===== src/rtl/mux8_rr_arbiter_pkg.sv =====
// Shared types and constants for the 8-requester round-robin mux arbiter.
// Optional lock feature is selected with the MUX8_RR_LOCK_EN macro.
package mux8_arb_pkg;

  typedef enum logic {
    IDLE  = 1'b0,
    GRANT = 1'b1
  } state_t;

  localparam int NREQ = 8;
  localparam int SELW = 3;

  // Reset value of the "last owner" pointer: 7 makes requester 0 first.
  localparam logic [SELW-1:0] LAST_RST = 3'd7;

endpackage


===== src/rtl/mux8_rr_arbiter_if.sv =====
// Requester/consumer bundle for mux8_rr_arbiter.
// With MUX8_RR_LOCK_EN defined the bundle also carries the lock input.
//
// Handshake: a requester holds req[k] high (with its data on din) for as
// long as it wants the channel; gnt[k] is the arbiter's answer and a word is
// transferred on every cycle where the owner's req is still high. The
// registered copy appears on y one cycle later, qualified by valid.
interface mux8_rr_arbiter_if
  import mux8_arb_pkg::*;
#(
  parameter int DW = 4
);

  logic [NREQ-1:0]    req;
  logic [NREQ*DW-1:0] din;
  logic [SELW-1:0]    sel;
  logic [NREQ-1:0]    gnt;
  logic [DW-1:0]      y;
  logic               valid;
  logic               busy;
  state_t             state;   // debug view of the arbiter FSM
`ifdef MUX8_RR_LOCK_EN
  logic               lock;
`endif

`ifdef MUX8_RR_LOCK_EN
  modport master (output req, din, lock, input sel, gnt, y, valid, busy, state);
  modport slave  (input req, din, lock, output sel, gnt, y, valid, busy, state);
`else
  modport master (output req, din, input sel, gnt, y, valid, busy, state);
  modport slave  (input req, din, output sel, gnt, y, valid, busy, state);
`endif

endinterface


===== src/rtl/mux8_rr_arbiter_dw.sv =====
// Combinational 8:1 word mux: picks requester sel's slice out of packed din.
module mux8_dw
  import mux8_arb_pkg::*;
#(
  parameter int DW = 4
) (
  input  logic [SELW-1:0]    sel,
  input  logic [NREQ*DW-1:0] din,
  output logic [DW-1:0]      y
);

  // Slice select of the chosen requester's word
  always_comb begin
    y = din[sel*DW +: DW];
  end

endmodule


===== src/rtl/mux8_rr_arbiter.sv =====
// Round-robin arbiter sequencing an 8:1 DW-bit mux with a bounded hold time.
// Optional lock input enabled by MUX8_RR_LOCK_EN: while locked, the owner
// keeps the channel past MAX_HOLD (release on req drop still applies).
module mux8_rr_arbiter
  import mux8_arb_pkg::*;
#(
  parameter int DW       = 4,
  parameter int MAX_HOLD = 4,
  parameter int HCW      = 4
) (
  input  logic               clk,
  input  logic               rst_n,
  mux8_rr_arbiter_if.slave   bus
);

  localparam logic [HCW-1:0] HOLD_LAST = HCW'(MAX_HOLD - 1);

  state_t          state_q, state_d;
  logic [SELW-1:0] sel_q, sel_d;
  logic [NREQ-1:0] gnt_q, gnt_d;
  logic [HCW-1:0]  hold_cnt_q, hold_cnt_d;
  logic [SELW-1:0] last_q, last_d;
  logic [DW-1:0]   y_q, y_d;
  logic            valid_q, valid_d;

  logic [DW-1:0]   mux_y;
  logic            owner_req;
  logic            lock_hold;
  logic            at_limit;
  logic            pick_found;
  logic [SELW-1:0] pick_idx;
  logic [SELW-1:0] pick_start;

  // First set request at or after start, ascending with wrap.
  // Returns {found, index}.
  function automatic logic [SELW:0] rr_pick(logic [NREQ-1:0] r,
                                            logic [SELW-1:0] start);
    logic            found;
    logic [SELW-1:0] win;
    logic [SELW-1:0] idx;
    found = 1'b0;
    win   = '0;
    for (int i = 0; i < NREQ; i++) begin
      idx = start + SELW'(i);
      if (r[idx] && !found) begin
        found = 1'b1;
        win   = idx;
      end
    end
    return {found, win};
  endfunction

  mux8_dw #(.DW(DW)) u_mux (
    .sel (sel_q),
    .din (bus.din),
    .y   (mux_y)
  );

  // Release qualifiers and arbitration search from the current owner/last
  always_comb begin
    owner_req = bus.req[sel_q];
`ifdef MUX8_RR_LOCK_EN
    lock_hold = bus.lock && owner_req;
`else
    lock_hold = 1'b0;
`endif
    at_limit  = (hold_cnt_q == HOLD_LAST);
    // In IDLE the search begins after last; on a release it begins after
    // the releasing owner, which becomes the new last.
    pick_start = (state_q == GRANT) ? sel_q + 3'd1 : last_q + 3'd1;
    {pick_found, pick_idx} = rr_pick(bus.req, pick_start);
  end

  // FSM next-state and grant/hold bookkeeping
  always_comb begin
    state_d    = state_q;
    sel_d      = sel_q;
    gnt_d      = gnt_q;
    hold_cnt_d = hold_cnt_q;
    last_d     = last_q;
    case (state_q)
      IDLE: begin
        if (pick_found) begin
          state_d    = GRANT;
          sel_d      = pick_idx;
          gnt_d      = NREQ'(1) << pick_idx;
          hold_cnt_d = '0;
        end
      end
      GRANT: begin
        if (!owner_req || (at_limit && !lock_hold)) begin
          last_d     = sel_q;
          hold_cnt_d = '0;
          if (pick_found) begin
            sel_d = pick_idx;
            gnt_d = NREQ'(1) << pick_idx;
          end else begin
            state_d = IDLE;
            gnt_d   = '0;
          end
        end else begin
          // Saturates only when locked past the limit
          hold_cnt_d = at_limit ? hold_cnt_q : hold_cnt_q + 1'b1;
        end
      end
      default: begin
        state_d = IDLE;
        gnt_d   = '0;
      end
    endcase
  end

  // Output word path: capture the owner's word on every live grant cycle
  always_comb begin
    valid_d = (state_q == GRANT) && owner_req;
    y_d     = valid_d ? mux_y : y_q;
  end

  // State and output registers
  always_ff @(posedge clk or negedge rst_n) begin
    if (!rst_n) begin
      state_q    <= IDLE;
      sel_q      <= '0;
      gnt_q      <= '0;
      hold_cnt_q <= '0;
      last_q     <= LAST_RST;
      y_q        <= '0;
      valid_q    <= 1'b0;
    end else begin
      state_q    <= state_d;
      sel_q      <= sel_d;
      gnt_q      <= gnt_d;
      hold_cnt_q <= hold_cnt_d;
      last_q     <= last_d;
      y_q        <= y_d;
      valid_q    <= valid_d;
    end
  end

  // Drive the bundle outputs straight from the flops
  always_comb begin
    bus.sel   = sel_q;
    bus.gnt   = gnt_q;
    bus.y     = y_q;
    bus.valid = valid_q;
    bus.busy  = (state_q == GRANT);
    bus.state = state_q;
  end

endmodule


===== src/flat_wrapper.sv =====
// flat-port wrapper written by rule: the top's interface ports become plain ports
module mux8_rr_arbiter_flat import mux8_arb_pkg::*;
#(
  parameter int DW       = 4,
  parameter int MAX_HOLD = 4,
  parameter int HCW      = 4
)
  (clk, rst_n, bus_req, bus_din, bus_sel, bus_gnt, bus_y, bus_valid, bus_busy, bus_state);
  mux8_rr_arbiter_if #(.DW(DW)) bus_i ();
  input  logic clk;
  input  logic rst_n;
  input wire logic [$bits(bus_i.req)-1:0] bus_req;
  input wire logic [$bits(bus_i.din)-1:0] bus_din;
  output wire logic [$bits(bus_i.sel)-1:0] bus_sel;
  output wire logic [$bits(bus_i.gnt)-1:0] bus_gnt;
  output wire logic [$bits(bus_i.y)-1:0] bus_y;
  output wire logic [$bits(bus_i.valid)-1:0] bus_valid;
  output wire logic [$bits(bus_i.busy)-1:0] bus_busy;
  output wire logic [$bits(bus_i.state)-1:0] bus_state;
  assign bus_i.req = bus_req;
  assign bus_i.din = bus_din;
  assign bus_sel = bus_i.sel;
  assign bus_gnt = bus_i.gnt;
  assign bus_y = bus_i.y;
  assign bus_valid = bus_i.valid;
  assign bus_busy = bus_i.busy;
  assign bus_state = bus_i.state;
  mux8_rr_arbiter #(.DW(DW), .MAX_HOLD(MAX_HOLD), .HCW(HCW)) u_core (.clk(clk), .rst_n(rst_n), .bus(bus_i));
endmodule

===== config.mk =====
export PLATFORM = sky130hd
export DESIGN_NAME = mux8_rr_arbiter_flat
export DESIGN_NICKNAME = d
export VERILOG_FILES = /design/src/rtl/mux8_rr_arbiter_pkg.sv /design/src/rtl/mux8_rr_arbiter_if.sv /design/src/rtl/mux8_rr_arbiter_dw.sv /design/src/rtl/mux8_rr_arbiter.sv /design/src/flat_wrapper.sv
export SDC_FILE = /design/constraint.sdc
export NUM_CORES = 1
export LEC_CHECK = 0
export CAP_MARGIN = 0
export CORE_MARGIN = 1
export CORE_UTILIZATION = 49
export CTS_BUF_LIST = sky130_fd_sc_hd__clkbuf_4 sky130_fd_sc_hd__clkbuf_8 sky130_fd_sc_hd__clkbuf_16
export DETAILED_ROUTE_END_ITERATION = 16
export PLACE_DENSITY = 0.83
export SLEW_MARGIN = 5
export SYNTH_ARGS = -nofsm -noshare
export SYNTH_HDL_FRONTEND = slang
export SYNTH_SLANG_ARGS = --single-unit

===== constraint.sdc =====
create_clock -name clk -period 4.4 [get_ports clk]
set_clock_uncertainty 0.2 [all_clocks]
set_input_delay 0.66 -clock clk [delete_from_list [all_inputs] [get_ports clk]]
set_output_delay 0.66 -clock clk [all_outputs]
set_load 0.01 [all_outputs]

==> flow_metrics.py, run 1 <==
metrics = {
    "clock_tree": {
        "htreeDepth": 1,
        "cts_sinks": 24,
        "clock_path_buffers": 2,
        "cts_resized": 0,
        "cts_tree": "yes",
        "postCtsHoldBufs": 0,
        "post-cts-setup-buffers": 0,
        "ctsRootBufferMaster": "clkbuf_8",
        "clock_latency_ns": 0.26,
        "cts.clk_slew.worst_paths_ns": 0.08,
        "cts_inserted_buffers": 3,
    },
    "place": {
        "dp_slack_ns": 0.4566,
        "gp_congestion": 0.9119,
        "dp_hpwl_mm": 4.364,
        "dp.cells": 306,
        "numPortBuffers": 59,
    },
    "worst_setup_path": {
        "critPathKind": "flip-flop to flip-flop",
        "crit_arrival_ns": 3.90,
        "critPathRequiredTime_ns": 4.35,
        "end_kind": "flip-flop",
        "reg2reg_depth": 10,
        "cp-start-kind": "flip-flop",
        "crit_fanout": 10,
    },
    "final_layout": {
        "fillerInstances": 313,
        "layout_commonest_cell": "clkdlybuf4s50_1",
        "nets": 305,
        "layoutNonFillerInstCount": 310,
        "drive_gt1_share_pct": 20.38,
        "diodes": 0,
        "multi_input_area_mm2": 0.001501,
        "register_area_um2": 604.3,
        "final_cell_mix": "59 x clkdlybuf4s50_1, 26 x nand2_1, 21 x dfrtp_1",
        "utilization_pct": 69.96,
        "synthToLayoutAreaGrowth_pct": 33.01,
    },
    "synth": {
        "avgSynthCellArea_um2": 10.95,
        "synth-compound-area-share_pct": 16.36,
        "synthFlopType": "dfrtp_1",
        "yosys.area.top_type_share_pct": 24.11,
        "synth-seq-cells": 24,
        "synth_area_leaders": "dfrtp_1 24%, mux4_2 17%, mux2i_1 8.7%",
        "synth_edf_count": 0,
        "syn_nets": 243,
        "yosys_warnings": 0,
        "async_flop_share_pct": 100.0,
        "netlist_instances": 199,
        "yosys-mux-area-fraction_pct": 34.56,
        "synth_xor_area_share_pct": 0.8037,
        "synth_area_leader_cell": "dfrtp_1",
        "synthSimpleGateAreaFrac_pct": 16.02,
        "synth_top_family_by_area": "multiplexers",
        "syn_area_mm2": 0.002180,
        "synth.distinct_cells": 55,
        "yosys.area_share.adder_pct": 1.148,
        "ys_seq_area_share_pct": 27.73,
    },
    "floorplanning": {
        "initial_core_util_pct": 52.60,
        "io_pins": 60,
        "die_y_um": 68.70,
        "die_area_mm2": 0.004719,
        "num_rows": 23,
        "die_x_um": 68.70,
        "core_area_mm2": 0.004144,
    },
    "flow_run": {
        "cap_viol_max_count": 0,
    },
    "sta": {
        "fin_ws_ns": 0.4476,
        "fmax_ghz": 0.2530,
        "setup_tns_ns": 0,
        "slew_headroom_pct": 31.74,
        "min_period_over_period_pct": 89.83,
        "finalHoldViolCount": 0,
        "rsz0062_at_grt": "no",
        "drv_slew": 0,
        "setup_viol": 0,
        "tightest_slew_ns": 1.021,
        "fin_crit_ns": 3.952,
    },
    "routing": {
        "wl_per_cell_um": 18.24,
        "via_count": 1984,
        "first_iter_violations": 264,
        "totalWireLength_mm": 5.655,
        "drc": 0,
        "vias_per_cell": 6.400,
        "drt_pass1_iterations": 5,
        "antenna_left": 0,
    },
    "pwr": {
        "ir_drop_uv": 375.8,
        "p_total_mw": 2.620,
        "leakage_nw": 1.162,
        "power_density_mw_per_mm2": 903.7,
    },
    "global_routing": {
        "grt_pass1_wl_mm": 8.756,
        "gr-total-overflow": 0,
        "grt_usage_pct": 25.38,
        "antenna_found_initial": 0,
        "grt_max_degree": 25,
        "grt_pass1_vias": 1785,
    },
    "min_path": {
        "min_path_type": "flip-flop to flip-flop",
        "hold_depth": 2,
    },
    "run_status": {
        "status": "complete, no violations",
    },
}
state kept, by name, indices dropped and copies added, names as in the netlist:
register	cells
u_core.last_q	3
u_core.bus.y	4
u_core.bus.busy	1
u_core.bus.sel	3
u_core.bus.gnt	8
u_core.hold_cnt_q	4
u_core.bus.valid	1
path summary, 6_finish.rpt:
path | start | endpoint | slack [ns]
worst max-delay path | u_core.bus.busy | u_core.bus.gnt[7] | 0.45
worst min-delay path | u_core.bus.y[1] | u_core.bus.y[1] | 0.28
worst max register to register | u_core.bus.busy | u_core.bus.gnt[7] | 0.45
worst min register to register | u_core.bus.y[1] | u_core.bus.y[1] | 0.28
max in group asynchronous | rst_n | u_core.bus.y[2] | 2.63
min in group asynchronous | rst_n | u_core.bus.gnt[0] | 0.75
routing by layer:
layer,vias to the layer above,track usage (%),part of all wire (%)
met3,6,4.441,7.0
met2,110,42.89,50
met1,957,34.72,42
met5,-,0,0
met4,0,3.571,0.85
li1,911,-,-
cells by family after synthesis:
family	after synthesis
compound gates	45
fa+ha+maj	2
mux	47
buf+inv	13
flops	24
simple gates	66
xor+xnor	2
per-stage QoR:
| stage | hold slack, ns | area, um^2 |
|---|---|---|
| 2_1_floorplan | 0.1644 | 2180 |
| 3_3_place_gp | 0.2633 | 2828 |
| 3_5_place_dp | 0.2698 | 2828 |
| 4_1_cts | 0.2875 | 2899 |
| 5_1_grt | 0.3140 | 2899 |
| 6_report | 0.2836 | 2899 |
cell type report:
type                            instances  area share, %
Clock buffer                            3          1.424
Clock inverter                          1          1.036
Inverter                                5         0.8200
Multi-Input combinational cell        162          51.79
Sequential cell                        24          20.85
Tap cell                               50          2.158
Timing Repair Buffer                   65          21.92
cells in the mapped netlist (4+ instances only):
cell type / number
a21oi_1: 4
a32o_1: 4
dfrtp_1: 21
mux2_2: 7
mux2i_1: 19
mux4_2: 16
nand2_1: 26
nor2_1: 12
nor3_1: 5
o21ai_0: 13
critical path: stages, from the launching register on:
cell and delay [ns]:
dfrtp_1 0.60, mux2i_4 0.55, inv_6 0.12, ha_1 0.34, clkinv_1 0.24, mux4_2 0.53
nand3b_4 0.24, nor4_4 0.38, or2b_1 0.34, o21bai_4 0.21, o31ai_2 0.07
power by group:
part,internal [mW],total [mW],switching [mW]
clock,0.121,0.187,0.0657
combinational,0.930,2.04,1.11
sequential,0.322,0.394,0.0715
total,1.37,2.62,1.25
No activity file was read; power rests on OpenSTA's default activity.
==> inputs of run 2 (changes only) <==
- CORE_MARGIN: 1 -> unset
==> results of run 2 <==
No change in the layout: final DEF, timing and power equal those of run 1.
==> variant 1 (flow settings as in run 2) <==
`DW` is set to 4 in 4 places; all go to 3.
--- a/src/rtl/mux8_rr_arbiter_if.sv
+++ b/src/rtl/mux8_rr_arbiter_if.sv
@@ -10,3 +10,3 @@
 #(
-  parameter int DW = 4
+  parameter int DW = 3
 );
--- a/src/rtl/mux8_rr_arbiter_dw.sv
+++ b/src/rtl/mux8_rr_arbiter_dw.sv
@@ -4,3 +4,3 @@
 #(
-  parameter int DW = 4
+  parameter int DW = 3
 ) (
--- a/src/rtl/mux8_rr_arbiter.sv
+++ b/src/rtl/mux8_rr_arbiter.sv
@@ -6,3 +6,3 @@
 #(
-  parameter int DW       = 4,
+  parameter int DW       = 3,
   parameter int MAX_HOLD = 4,
--- a/src/flat_wrapper.sv
+++ b/src/flat_wrapper.sv
@@ -3,3 +3,3 @@
 #(
-  parameter int DW       = 4,
+  parameter int DW       = 3,
   parameter int MAX_HOLD = 4,
Interface: changed (resized bus_din and bus_y); port bits go from 60 to 51. The function was not compared with the original's and may differ.
==> variant 1 against run 2 <==
Design area fell by 8.5%. Synthesized cell count down 7.0%. Via count shrank 11%. First-iteration DRC count is 48% lower. Count of clock-buffer cells in the layout unchanged. Synthesized area fell by 5.3%. Sequential cell count is 1 lower. Setup slack got worse by 0.028 ns. Die area down 5.1%. Routed wire length shrank 15%. Power decreased by 9.3%. Hold slack got worse by 0.0040 ns. Critical path type unchanged. Critical endpoint is now u_core.bus.gnt[4].
==> variant 1: results (changes against run 2) <==
Run status: finished clean
Syn Nets: 221 (-9.1%)
Vias in the first global route: 1663 (-6.8%)
Via count: 1759 (-11%)
Min-Delay Endpoint: u_core.bus.gnt[6]
Gpl congestion: 0.909 (-0.32%)
Total CTS buffers: 3 (unchanged)
Worst r2r dst: u_core.bus.gnt[4]
VDD IR max: 0.415 mV (+10%)
Commonest cells in the netlist: dfrtp_1, nand2_1, mux2i_1
Yosys cell types: 51 (-7.3%)
Net Sw Frac: 47.7% (+0.18 points)
DR pass1 iterations: 4 (-1)
Hold WC Path Type: reg -> reg
Layout cells sized above 1: 20.4% (+0.041 points)
Cell depth of the worst flop-to-flop path: 9 (-1)
Register-to-register setup slack: 0.42 ns (-0.03 ns)
Pre-CTS WS: 0.441 ns (-0.0156 ns)
Fill cells: 327 (+4.5%)
Leak: 1.04 nW (-11%)
Area contributors post-synth: dfrtp_1, mux4_2, mux2i_1
CP max FO: 14 (+4)
DR iter-0 viols: 138 (-48%)
Worst hold start: u_core.bus.gnt[6]
Seq/Total Area, Yosys: 28.1% (+0.33 points)
Relative slew slack: 31.2% (-0.52 points)
Asr flop ratio synth: 100% (unchanged)
Root Buffer: clkbuf_8
WHS Path Cells: 2 (unchanged)
Avg WL per Cell: 16.9 um (-7.3%)
Arr. time, crit path: 3.92 ns (+0.02 ns)
Clock latency on the worst-skew pair: 0.27 ns
Hpwl dp: 3840 um (-12%)
Port bufs: 50 (-15%)
Fin nets: 272 (-11%)
Total GRT Usage: 23.5% (-1.8 points)
Largest net degree at the start of global routing: 24 (-4.0%)
Setup CP Type: reg -> reg
## variant 1: cell count changes after synthesis, sizes merged, moves of 3 or more
| cell | before | now |
|---|---|---|
| mux2 | 7 | 4 |
| mux2i | 21 | 24 |
| mux4 | 19 | 16 |
| nand2 | 26 | 20 |
| nand3b | 3 | 0 |
| nor3 | 5 | 2 |
| o21ai | 16 | 11 |
| o22ai | 0 | 4 |
## variant 1: power by group through the flow
| stage | Clock (W) | Combinational, W | Sequential (W) |
|---|---|---|---|
| floorplan | 0 | 0.00144 | 0.000382 |
| global placement | 0 | 0.00183 | 0.000379 |
| detailed placement | 0 | 0.00186 | 0.000383 |
| CTS | 0.000134 | 0.00187 | 0.000379 |
| global route | 0.000141 | 0.00205 | 0.000387 |
| finish | 0.000130 | 0.00187 | 0.000378 |
## variant 1: through the flow
step / area, um2 / hold WS (ns) / std cells
finish: 2650 / 0.280 / 285
global route: 2650 / 0.321 / 285
CTS: 2650 / 0.284 / 285
detailed placement: 2610 / 0.266 / 281
global placement: 2610 / 0.260 / 281
floorplan: 2060 / 0.164 / 185
## variant 1: final cells by class
cell class | instances | area share [%]
Clock inverter | 1 | 0.189
Clock buffer | 3 | 1.56
Multi-Input combinational cell | 148 | 53.1
Timing Repair Buffer | 55 | 20.3
Sequential cell | 23 | 21.8
Tap cell | 50 | 2.36
Inverter | 5 | 0.707
## variant 1: cells by family (layout without fill, tap and decap cells)
group / after synthesis / in the layout / share of synthesized area [%]
adders and majority gates: 2 / 2 / 1.21
muxes: 44 / 44 / 34.2
buffers and inverters: 14 / 64 / 3.70
AOI/OAI and AO/OA: 44 / 44 / 16.5
and+or+nand+nor: 55 / 55 / 13.7
DFF: 23 / 23 / 28.1
xor gates and xnor gates: 3 / 3 / 2.55
## variant 1: how the worst max path moves through the flow
stage / slack (ns) / end / start / depth (start not counted)
CTS: 0.42 / u_core.bus.gnt[4] / u_core.bus.busy / 9
global route: 0.16 / u_core.bus.gnt[6] / u_core.bus.busy / 9
global placement: 0.53 / u_core.bus.gnt[6] / u_core.bus.busy / 9
finish: 0.42 / u_core.bus.gnt[4] / u_core.bus.busy / 9
floorplan: 0.49 / u_core.bus.gnt[0] / u_core.bus.sel[1] / 10
detailed placement: 0.44 / u_core.bus.gnt[4] / u_core.bus.busy / 9
## variant 1: critical path, cell delays in order, from the launching register on
cell      delay (ns)
dfrtp_1         0.66
mux2i_4         0.31
buf_4           0.27
mux2i_1         0.57
mux4_2          0.46
nand4_4         0.16
nor4_2          0.48
or2_1           0.38
o21bai_2        0.25
o31ai_1         0.11
## variant 1: layer usage
metal / vias to the layer above / wire [um] / global-route usage, %
met4: 0 / 49 / 6.12
li1: 826 / - / -
met1: 864 / 2030 / 31.1
met3: 7 / 256 / 4.45
met5: - / 0 / 0
met2: 62 / 2480 / 39.1
==> variant 2 (config.mk and constraints of run 2) <==
Without the edit above. Reset style: synchronous (`rst_n`), changed in one clocked block.
--- a/src/rtl/mux8_rr_arbiter.sv
+++ b/src/rtl/mux8_rr_arbiter.sv
@@ -119,3 +119,3 @@
   // State and output registers
-  always_ff @(posedge clk or negedge rst_n) begin
+  always_ff @(posedge clk) begin
     if (!rst_n) begin
Function: differs if rst_n is asserted again (counterexample within 4 cycles, from zero or initial values and one cycle with rst_n low); with rst_n held inactive, the same outputs for 10 cycles.
==> variant 2 against run 2 <==
Setup slack worse by 0.13 ns. Synthesized area is 15% higher. Design area is 9.8% higher. Sequential cell count stayed put. Routed wire length is 27% higher. Power is 25% lower. Hold slack worse by 0.042 ns. Sequential power is 15% lower. Critical endpoint is now u_core.hold_cnt_q[2]. Largest cell class unchanged. Largest power group unchanged.
==> variant 2: results (changes against run 2) <==
Cell area after layout: 3180 um2 (+9.8%)
DR iter-0 viols: 250 (-5.3%)
Commonest cells in the netlist: nand2_1, dfxtp_1, nor2_1
Flip-flop and latch count after synthesis: 24 (unchanged)
Register-to-register setup slack: 0.32 ns (-0.13 ns)
#MultiIn Comb: 235 (+45%)
Layout cells sized above 1: 15.2% (-5.2 points)
Worst-margin pin slew: 0.647 ns (-0.374 ns)
Crit path launch: u_core.bus.busy
Non-clk buf share: 20.4% (-1.5 points)
Crit-path max cell delay: 0.54 ns (-0.06 ns)
Syn Nets: 332 (+37%)
WHS: 0.241 ns (-0.0423 ns)
Total GRT Usage: 27.3% (+1.9 points)
Fill cells: 396 (+27%)
Capture point of the worst path: u_core.hold_cnt_q[2]
Cell depth of the worst flop-to-flop path: 11 (+1)
Met2 capacity usage during global routing: 46.2% (+3.3 points)
Hpwl dp: 5390 um (+24%)
Run status: finished clean
Fraction of area in multi-input gates: 59.3% (+7.5 points)
Met1 usage: 36.5% (+1.8 points)
Sequential cell fraction of total power: 17.0% (+2.0 points)
Net Sw Frac: 47.5% (-0.088 points)
Final core utilization: 66.1% (-3.9 points)
Gpl congestion: 0.922 (+1.1%)
Syn avg cell area: 8.68 um2 (-21%)
Vias/cell: 6.28 (-1.9%)
Sequential share of cell area: 15.1% (-5.7 points)
CP delay by family, top: simple AND/OR/NAND/NOR gates
Met3 wire len: 574 um (+45%)
Pre-CTS WS: 0.513 ns (+0.0564 ns)
Fin nets: 381 (+25%)
M1 wire length: 2880 um (+21%)
Slowest cell on the critical path: dfxtp_1
Invs w/o clock: 6 (+1)
Total wire length: 7190 um (+27%)
First-pass GRT wire length: 11400 um (+31%)
Non-clk bufs: 67 (+3.1%)
Metal2 WL: 3590 um (+27%)
ClkCell Share: 1.73% (-0.73 points)
Fmax: 0.245 GHz (-3.2%)
Placed insts: 399 (+30%)
Arr. time, crit path: 4.08 ns (+0.18 ns)
Avg WL per Cell: 17.8 um (-2.2%)
Yosys cell types: 66 (+20%)
Combinational power: 0.00147 W (-28%)
CLK BUF: 4 (+1)
Met3 usage: 3.29% (-1.1 points)
Asr flop ratio synth: 0% (-100 points)
variant 2: cell types whose count changed in the layout (fill, tap and decap cells not counted), moves of 10 or more:
cell,change
nor2_1,+10
a21oi_1,+10
nor3_1,+11
dfxtp_1,+24
dfrtp_1,-21
nand2_1,+18
variant 2: worst min path at each step:
stage,start,endpoint,depth (start not counted)
finish,u_core.bus.gnt[7],u_core.bus.gnt[7],2
CTS,u_core.bus.gnt[7],u_core.bus.gnt[7],2
detailed placement,u_core.bus.gnt[7],u_core.bus.gnt[7],2
global placement,u_core.bus.gnt[7],u_core.bus.gnt[7],2
global route,u_core.bus.gnt[7],u_core.bus.gnt[7],2
floorplan,u_core.hold_cnt_q[1],u_core.hold_cnt_q[1],2
variant 2: kinds of logic after synthesis:
group | count (synthesis) | share of synthesized area, %
xor+xnor | 5 | 2.80
compound gates | 67 | 21.3
flops | 24 | 19.2
fa+ha+maj | 2 | 1.00
buf+inv | 29 | 5.26
simple gates | 116 | 22.2
mux | 45 | 28.1
